[config.mk]
export PLATFORM = sky130hd
export DESIGN_NAME = management_bus_arbiter_flat
export DESIGN_NICKNAME = d
export VERILOG_FILES = /design/src/rtl/management_bus_arbiter_pkg.sv /design/src/rtl/management_bus_arbiter_if.sv /design/src/rtl/management_timeout_counter.sv /design/src/rtl/management_bus_arbiter.sv /design/src/flat_wrapper.sv
export SDC_FILE = /design/constraint.sdc
export NUM_CORES = 1
export LEC_CHECK = 0
export CAP_MARGIN = 40
export CORE_MARGIN = 10
export CORE_UTILIZATION = 35
export CTS_CLUSTER_DIAMETER = 60
export DETAILED_ROUTE_END_ITERATION = 7
export HOLD_SLACK_MARGIN = 0.12
export PLACE_DENSITY = 0.73
export SYNTH_ARGS = -nofsm -noshare
export SYNTH_HDL_FRONTEND = slang
export SYNTH_HIERARCHICAL = 1
export SYNTH_SLANG_ARGS = --single-unit
[constraint.sdc]
create_clock -name clk -period 4.7 [get_ports clk]
set_input_delay 1.175 -clock clk [delete_from_list [all_inputs] [get_ports clk]]
set_output_delay 1.175 -clock clk [all_outputs]
set_load 0.005 [all_outputs]
[src/rtl/management_bus_arbiter_pkg.sv]
// management_bus_arbiter_pkg: arbiter state encoding, master ids and abort data
package management_bus_arbiter_pkg;
  typedef enum logic [1:0] {IDLE = 2'd0, ACCESS = 2'd1, RESPOND = 2'd2} arbState_e;
  localparam logic MASTER_JTAG = 1'b0;
  localparam logic MASTER_WB = 1'b1;
  localparam logic [31:0] ABORT_DATA = 32'hFFFF_FFFF;
endpackage

[src/rtl/management_bus_arbiter_if.sv]
// management_bus_arbiter_if: management bus request/response bundle (master drives the request)
interface management_bus_arbiter_if;
  logic writeEnable;
  logic readEnable;
  logic [3:0] byteSelect;
  logic [19:0] address;
  logic [31:0] writeData;
  logic [31:0] readData;
  logic busy;
  modport master(output writeEnable, readEnable, byteSelect, address, writeData, input readData, busy);
  modport slave(input writeEnable, readEnable, byteSelect, address, writeData, output readData, busy);
endinterface

[src/rtl/management_timeout_counter.sv]
// management_timeout_counter: counts stalled access cycles, flags the last tolerated one
module management_timeout_counter #(
  parameter int TIMEOUT_CYCLES = 256
) (
  input  logic clk,
  input  logic rst_n,
  input  logic clear,
  input  logic countEnable,
  output logic terminalCount
);
  localparam int W = $clog2(TIMEOUT_CYCLES);
  logic [W-1:0] count;
  always_ff @(posedge clk or negedge rst_n)
    if (!rst_n) count <= '0;
    else if (clear) count <= '0;
    else if (countEnable) count <= count + 1'b1;
  assign terminalCount = count == W'(TIMEOUT_CYCLES - 1);
endmodule

[src/rtl/management_bus_arbiter.sv]
// management_bus_arbiter: round-robin JTAG/Wishbone sequencer for the core management bus;
// bus timeout abort is built only with MANAGEMENT_ARBITER_TIMEOUT_EN.
module management_bus_arbiter
  import management_bus_arbiter_pkg::*;
#(
  parameter int TIMEOUT_CYCLES = 256
) (
  input  logic clk,
  input  logic rst_n,
  management_bus_arbiter_if.slave jtag,
  management_bus_arbiter_if.slave wb,
  management_bus_arbiter_if.master bus,
  input  logic timeout_clear,
  output logic timeout_error
);
  arbState_e state, nextState;
  logic grant, lastGrant, pick, reqJtag, reqWb, abort;
  logic [31:0] respData;
  assign reqJtag = jtag.writeEnable | jtag.readEnable;
  assign reqWb = wb.writeEnable | wb.readEnable;
  assign pick = (reqJtag && reqWb) ? ~lastGrant : (reqJtag ? MASTER_JTAG : MASTER_WB);
  always_comb begin
    nextState = state;
    if (state == IDLE) nextState = (reqJtag || reqWb) ? ACCESS : IDLE;
    else if (state == ACCESS) nextState = (!bus.busy || abort) ? RESPOND : ACCESS;
    else nextState = IDLE;
  end
  always_ff @(posedge clk or negedge rst_n)
    if (!rst_n) state <= IDLE;
    else state <= nextState;
  // bus_* hold the granted request only while in ACCESS; a write returns zero data
  always_ff @(posedge clk or negedge rst_n) begin
    if (!rst_n) begin
      grant <= MASTER_JTAG;
      lastGrant <= MASTER_WB;
      respData <= '0;
      bus.writeEnable <= 1'b0;
      bus.readEnable <= 1'b0;
      bus.byteSelect <= '0;
      bus.address <= '0;
      bus.writeData <= '0;
    end else if (state == IDLE && nextState == ACCESS) begin
      grant <= pick;
      lastGrant <= pick;
      bus.writeEnable <= (pick == MASTER_WB) ? wb.writeEnable : jtag.writeEnable;
      bus.readEnable <= (pick == MASTER_WB) ? wb.readEnable & ~wb.writeEnable : jtag.readEnable & ~jtag.writeEnable;
      bus.byteSelect <= (pick == MASTER_WB) ? wb.byteSelect : jtag.byteSelect;
      bus.address <= (pick == MASTER_WB) ? wb.address : jtag.address;
      bus.writeData <= (pick == MASTER_WB) ? wb.writeData : jtag.writeData;
    end else if (state == ACCESS && nextState == RESPOND) begin
      respData <= abort ? ABORT_DATA : (bus.writeEnable ? '0 : bus.readData);
      bus.writeEnable <= 1'b0;
      bus.readEnable <= 1'b0;
      bus.byteSelect <= '0;
      bus.address <= '0;
      bus.writeData <= '0;
    end
  end
  assign jtag.readData = (state == RESPOND && grant == MASTER_JTAG) ? respData : '0;
  assign wb.readData = (state == RESPOND && grant == MASTER_WB) ? respData : '0;
  assign jtag.busy = reqJtag & ~(state == RESPOND && grant == MASTER_JTAG);
  assign wb.busy = reqWb & ~(state == RESPOND && grant == MASTER_WB);
`ifdef MANAGEMENT_ARBITER_TIMEOUT_EN
  logic terminalCount;
  management_timeout_counter #(.TIMEOUT_CYCLES(TIMEOUT_CYCLES)) timeoutCounter (
    .clk(clk),
    .rst_n(rst_n),
    .clear(state != ACCESS),
    .countEnable(state == ACCESS && bus.busy),
    .terminalCount(terminalCount)
  );
  assign abort = state == ACCESS && bus.busy && terminalCount;
  always_ff @(posedge clk or negedge rst_n)
    if (!rst_n) timeout_error <= 1'b0;
    else timeout_error <= timeout_clear ? 1'b0 : (abort ? 1'b1 : timeout_error);
`else
  localparam int unusedTimeout = TIMEOUT_CYCLES;
  logic unusedClear;
  assign unusedClear = timeout_clear;
  assign abort = 1'b0;
  assign timeout_error = 1'b0;
`endif
endmodule

[src/flat_wrapper.sv]
// flat-port wrapper written by rule: the top's interface ports become plain ports
module management_bus_arbiter_flat import management_bus_arbiter_pkg::*;
#(
  parameter int TIMEOUT_CYCLES = 256
)
  (clk, rst_n, timeout_clear, timeout_error, jtag_writeEnable, jtag_readEnable, jtag_byteSelect, jtag_address, jtag_writeData, jtag_readData, jtag_busy, wb_writeEnable, wb_readEnable, wb_byteSelect, wb_address, wb_writeData, wb_readData, wb_busy, bus_writeEnable, bus_readEnable, bus_byteSelect, bus_address, bus_writeData, bus_readData, bus_busy);
  management_bus_arbiter_if jtag_i ();
  management_bus_arbiter_if wb_i ();
  management_bus_arbiter_if bus_i ();
  input  logic clk;
  input  logic rst_n;
  input  logic timeout_clear;
  output logic timeout_error;
  input wire logic [$bits(jtag_i.writeEnable)-1:0] jtag_writeEnable;
  input wire logic [$bits(jtag_i.readEnable)-1:0] jtag_readEnable;
  input wire logic [$bits(jtag_i.byteSelect)-1:0] jtag_byteSelect;
  input wire logic [$bits(jtag_i.address)-1:0] jtag_address;
  input wire logic [$bits(jtag_i.writeData)-1:0] jtag_writeData;
  output wire logic [$bits(jtag_i.readData)-1:0] jtag_readData;
  output wire logic [$bits(jtag_i.busy)-1:0] jtag_busy;
  input wire logic [$bits(wb_i.writeEnable)-1:0] wb_writeEnable;
  input wire logic [$bits(wb_i.readEnable)-1:0] wb_readEnable;
  input wire logic [$bits(wb_i.byteSelect)-1:0] wb_byteSelect;
  input wire logic [$bits(wb_i.address)-1:0] wb_address;
  input wire logic [$bits(wb_i.writeData)-1:0] wb_writeData;
  output wire logic [$bits(wb_i.readData)-1:0] wb_readData;
  output wire logic [$bits(wb_i.busy)-1:0] wb_busy;
  output wire logic [$bits(bus_i.writeEnable)-1:0] bus_writeEnable;
  output wire logic [$bits(bus_i.readEnable)-1:0] bus_readEnable;
  output wire logic [$bits(bus_i.byteSelect)-1:0] bus_byteSelect;
  output wire logic [$bits(bus_i.address)-1:0] bus_address;
  output wire logic [$bits(bus_i.writeData)-1:0] bus_writeData;
  input wire logic [$bits(bus_i.readData)-1:0] bus_readData;
  input wire logic [$bits(bus_i.busy)-1:0] bus_busy;
  assign jtag_i.writeEnable = jtag_writeEnable;
  assign jtag_i.readEnable = jtag_readEnable;
  assign jtag_i.byteSelect = jtag_byteSelect;
  assign jtag_i.address = jtag_address;
  assign jtag_i.writeData = jtag_writeData;
  assign jtag_readData = jtag_i.readData;
  assign jtag_busy = jtag_i.busy;
  assign wb_i.writeEnable = wb_writeEnable;
  assign wb_i.readEnable = wb_readEnable;
  assign wb_i.byteSelect = wb_byteSelect;
  assign wb_i.address = wb_address;
  assign wb_i.writeData = wb_writeData;
  assign wb_readData = wb_i.readData;
  assign wb_busy = wb_i.busy;
  assign bus_writeEnable = bus_i.writeEnable;
  assign bus_readEnable = bus_i.readEnable;
  assign bus_byteSelect = bus_i.byteSelect;
  assign bus_address = bus_i.address;
  assign bus_writeData = bus_i.writeData;
  assign bus_i.readData = bus_readData;
  assign bus_i.busy = bus_busy;
  management_bus_arbiter #(.TIMEOUT_CYCLES(TIMEOUT_CYCLES)) u_core (.clk(clk), .rst_n(rst_n), .jtag(jtag_i), .wb(wb_i), .bus(bus_i), .timeout_clear(timeout_clear), .timeout_error(timeout_error));
endmodule
After elaboration in Yosys (flattened, before gate mapping):

Cells that the tools add are included.

* add/subtract/negate cells: 0
* multipliers: 0
* div/mod/pow operators: 0
* order comparisons: 0
* eq/ne operators: 4
* shifts and indexed selects: 0
* mux-type cells: 23
* bitwise gates (word level): 13
* reductions and logical operators: 9

Operators by type and width (number)
* 32-bit two-way mux: 6
* 20-bit two-way mux: 3
* 4-bit two-way mux: 3
* 1-bit two-way mux: 8
* 1-bit NOT: 7
* 2-bit two-way mux: 3
* 1-bit logical AND: 5
* 1-bit AND: 4
* 2-bit by 1-bit equality test with 1-bit output, second input constant: 2
* 2-bit equality test, second input constant: 2
* 2-bit logical NOT: 1
* 1-bit bitwise OR: 2
* 2-bit AND reduction: 1
* 2-bit nonzero test: 1
* 1-bit logical OR: 1

* register bits: 94
* latch bits: 0
* bits in writable memories: 0
* bits in read-only memories: 0
* output and inout bits: 125
* word-level logic and storage cells: 58
* memories: 0

Logic depth before layout (Yosys ltp):

* depth after elaboration: 8
* depth in mapped cells: 7
* depth with buffers taken out: 3

Worst setup path before layout:

No wires, ideal clock.

* path type: in2out
* start: input port jtag_readEnable
* end: output port jtag_busy
* data arrival time: 2.010 ns
* slack: 1.515 ns
* stages on the path: 5
* path buffers: 3
* path through: or2_1 > clkbuf_1 > buf_2 > clkbuf_1 > nor2b_1

* cells in the longest elaborated chain, start to end: 2

Ends and longest elaborated chain
* from (decl): RTL line flat_wrapper.sv:15 `input wire logic [$bits(jtag_i.readEnable)-1:0] jtag_readEnable;`
* 1-bit bitwise OR: RTL line management_bus_arbiter.sv:19 `assign reqJtag = jtag.writeEnable | jtag.readEnable;`
* 1-bit AND: RTL line management_bus_arbiter.sv:61 `assign jtag.busy = reqJtag & ~(state == RESPOND && grant == MASTER_JTAG);`
* to (decl): RTL line flat_wrapper.sv:20 `output wire logic [$bits(jtag_i.busy)-1:0] jtag_busy;`

Every way passes these cells.

Worst setup path in the final report:

* start: input port jtag_writeEnable
* end: output port jtag_busy

* cells in the longest elaborated chain, start to end: 2

Ends and longest elaborated chain
* from (decl): RTL line flat_wrapper.sv:14 `input wire logic [$bits(jtag_i.writeEnable)-1:0] jtag_writeEnable;`
* 1-bit bitwise OR: RTL line management_bus_arbiter.sv:19
* 1-bit AND: RTL line management_bus_arbiter.sv:61

Every way passes these cells.

==> reports/summary.md <==
In the routed layout, each cell is associated on average with a via count of 5.54. By count the netlist is led by sky130_fd_sc_hd__o211ai_1, sky130_fd_sc_hd__dfrtp_1, sky130_fd_sc_hd__and2_1, sky130_fd_sc_hd__clkbuf_1. The cell count of the worst hold path was 2; the number of vias after detailed routing was 5,515.

The root buffer cell chosen for the clock tree is sky130_fd_sc_hd__clkbuf_16. Setup repair after global routing left no endpoint under its margin. The tools report the startpoint kind of the worst setup timing path as an input pin.

Detailed placement finished with a half-perimeter wire length of 14,500 um. The tool flagged a number of max-cap violations equal to 0. The global-route wire length before repair is 31,400 um. Yosys attributes the largest share of cell area to sky130_fd_sc_hd__dfrtp_1, sky130_fd_sc_hd__o211ai_1, sky130_fd_sc_hd__and2_1. The run gives 0 as the post-detailed-route DRC marker count. The total overflow left after global routing is 0. The top-area cell type share of the netlist area works out to 0.447. The run gives 6 as the count of yosys warnings during synthesis. The largest fanout on the critical path works out to 5. The flow ran to the end, and the final reports show no timing, DRC or antenna violations. The worst IR drop on VDD is 0.232 mV, and the final number of max-transition violations is 0. The sequential area share after synthesis was 0.452. For this design, the sink count on the clock tree is 94. The worst register-to-register path has a setup slack of 2230 ps. The count of buffers added on input and output ports is 274.

The hold-fix buffer count after cts is 0, and the number of filler instances in the final layout is 1,290. The final period demand of the worst path was 3820 ps. Counting cells, the worst reg-to-reg path comes to 4. The synthesized-area fraction occupied by and/or/nand/nor cells was 0.282; the post-synth design cell area was 5210 um^2. The biggest area contributor in the post-synthesis netlist is sky130_fd_sc_hd__dfrtp_1. The mean instance size in the synthesized netlist is 8.92 um^2. The worst setup path is of the input pin to output pin kind.

The worst max-slew margin expressed relative to the limit was 0.385. The post-cts resize count was 0; the power density of the placed cells was 521 nW/um^2. Synthesis handed over a netlist of 584 instances.

In the final routed layout, each cell accounts on average for 20.3 um. For this block, the initial DRC count from the detailed router was 308. The run gives 0 as the final hold violation count. Largest family of logic cells by synthesized area: simple AND/OR/NAND/NOR gates.

For the required time of the worst setup path, the log shows 3520 ps. Counting along the longest clock path gives a buffer depth of 2. After detailed routing, the met2 layer carries 9860 um of wire.

The total setup buffers inserted after CTS is 0, and the met3 wirelength from detailed routing is 2000 um. For the worst-skew pair, the clock arrives at the later sink with an insertion delay of 340 ps. TritonCTS built the clock tree. For the worst setup path, the data arrival time is 2640 ps. The tools report the routability-driven placement congestion ratio as 0.772. Measured along the y axis, the die boundary spans 142 um. In the synthesized netlist the dominant register cell turns out to be sky130_fd_sc_hd__dfrtp_1. The detailed router put a total of 7850 um of wire on met1. The worst setup path is captured at an output pin. The die covers 20,200 um^2. The area of the core region was 14,500 um^2; the number of core rows was 44. The share of the clock period used by the worst path works out to 0.812.

Prior to clock tree synthesis, the placed netlist has a worst setup slack of 865 ps. Initial core utilization: 0.358. The register clock-pin slew on the reported worst setup and hold paths was 70 ps; the final net count was 957. The critical register-to-register path startpoint was u_core/state[1]$_DFF_PN0_. The ratio of cells with drive above 1 in the final layout was 0.0481; the synthesized net count was 736. The share of synthesized area spent on multiplexers came out at 0. The share of flip-flops with an asynchronous set or reset was 1.00.

In this run the count of I/O pins placed on the die edge is 277. The tools report the number of distinct standard cells referenced by the synthesized netlist as 32. For this design the static power due to leakage is 3.19 nW. The path class of the tightest hold or removal check is flip-flop to flip-flop. The number of global-route vias before repair came out at 5,651. The tools report the post-route clock skew as 8.30 ps. The count of nets left with antenna violations after detail routing is 0. The number of synthesized flops with an enable pin was 0. Setup violations remaining at the end of the flow were counted as 0. The compound-gate portion of the synthesized area works out to 0.205. Signal routing reaches up to met5. The setup total negative slack was 0 ps; the adder and majority cell fraction of the synthesized area was 0. The setup slack after layout was 884 ps. The tools report the worst reg2reg path endpoint as u_core/bus.address[3]$_DFFE_PN0P_. Number of antenna violations at the first check in global routing: 2. The tools report the worst hold path endpoint as u_core/respData[13]$_DFFE_PN0P_. The transition time at the pin with the least slew margin was 922 ps. The first detailed-routing pass took 4 iterations.

Register bit total from synthesis: 94. Fmax: 262 MHz. The floorplan step set the die width to 142 um. The worst hold path begins at u_core/respData[13]$_DFFE_PN0P_. The pin count of the biggest net entering global routing came out at 79. Most frequently used cell type in the post-synthesis netlist: sky130_fd_sc_hd__o211ai_1. In this run the number of H-tree levels came out at 3. Buffers inserted during clock tree synthesis total 9. For the wire length reported by the detailed router, the log shows 20,200 um. The tools report the global-route usage over all layers as 0.190. The synthesized-area fraction occupied by xor and xnor cells is 0, and the area growth from synthesis to layout is 60.6%.
## flip-flops by register name (all words and copies together), names as in the netlist
register,cells
u_core/respData,32
u_core/bus.byteSelect,4
u_core/state,2
u_core/bus.readEnable,1
u_core/bus.writeData,32
u_core/bus.address,20
u_core/grant,1
u_core/bus.writeEnable,1
u_core/lastGrant,1
## layout by cell type (no fill, tap or decap), types with 3 or more instances in the layout
cell                                n
sky130_fd_sc_hd__clkdlybuf4s50_1  273
sky130_fd_sc_hd__o211ai_1         113
sky130_fd_sc_hd__dfrtp_1           93
sky130_fd_sc_hd__and2_1            64
sky130_fd_sc_hd__nand3_1           56
sky130_fd_sc_hd__nand4_1           56
sky130_fd_sc_hd__nand2_1           34
sky130_fd_sc_hd__nand2b_1          33
sky130_fd_sc_hd__o21ai_0           27
sky130_fd_sc_hd__buf_4             10
sky130_fd_sc_hd__clkbuf_16          9
sky130_fd_sc_hd__o21ai_1            5
sky130_fd_sc_hd__a21oi_1            5
sky130_fd_sc_hd__nor2_1             3
sky130_fd_sc_hd__buf_12             3
## report_power, final
| part | internal (mW) | switching (mW) | leakage [nW] |
|---|---|---|---|
| Combinational | 1.05 | 1.04 | 1.84 |
| Clock | 0.496 | 0.316 | 0.162 |
| Sequential | 1.20 | 0.265 | 1.19 |
| Total | 2.74 | 1.62 | 3.19 |
## per-layer routing
metal | GRT usage | up-vias
li1 | - | 2592
met1 | 0.224 | 2633
met2 | 0.311 | 260
met3 | 0.0694 | 28
met4 | 0.0705 | 2
met5 | 0 | -
## worst max path at each step
stage,endpoint,startpoint,depth (start not counted),slack (ps)
finish,jtag_busy,jtag_writeEnable,4,880
CTS,jtag_busy,jtag_writeEnable,4,870
global route,jtag_busy,jtag_writeEnable,4,810
detailed placement,jtag_busy,jtag_writeEnable,4,870
floorplan,jtag_busy,jtag_readEnable,5,1510
global placement,jtag_busy,jtag_writeEnable,4,900
## cell families (layout without fill, tap and decap cells)
kind of cell | after synthesis | in the layout
flops | 94 | 94
compound gates | 154 | 154
other cells | 1 | 2
simple gates | 258 | 258
buf+inv | 77 | 303
## stage by stage
step / cell area [um^2] / std cells / utilization / hold slack (ps) / power, mW
2_1_floorplan: 5210 / 584 / - / 455 / 2.51
3_3_place_gp: 7990 / 976 / 0.550 / 469 / 3.46
3_5_place_dp: 8030 / 978 / 0.552 / 480 / 3.59
4_1_cts: 8360 / 994 / 0.575 / 496 / 4.41
5_1_grt: 8370 / 995 / 0.576 / 532 / 4.69
6_report: 8370 / 995 / 0.576 / 493 / 4.36
## final cells by class
type	count	area [um^2]	share of cell area
timing repair buffer	286	2870	0.343
multi-input combinational	413	2570	0.308
sequential	94	2350	0.281
clock buffer	11	253	0.0302
tap	184	230	0.0275
clock inverter	5	81.3	0.00972
inverter	1	3.75	0.000449
antenna	1	2.50	0.000299
## worst max-delay path: stages
cell and delay [ps]:
sky130_fd_sc_hd__clkdlybuf4s50_1 500, sky130_fd_sc_hd__or2_2 340, sky130_fd_sc_hd__nor2b_1 130, sky130_fd_sc_hd__clkdlybuf4s50_1 490
Note: power is estimated with default switching activity, not from simulation.
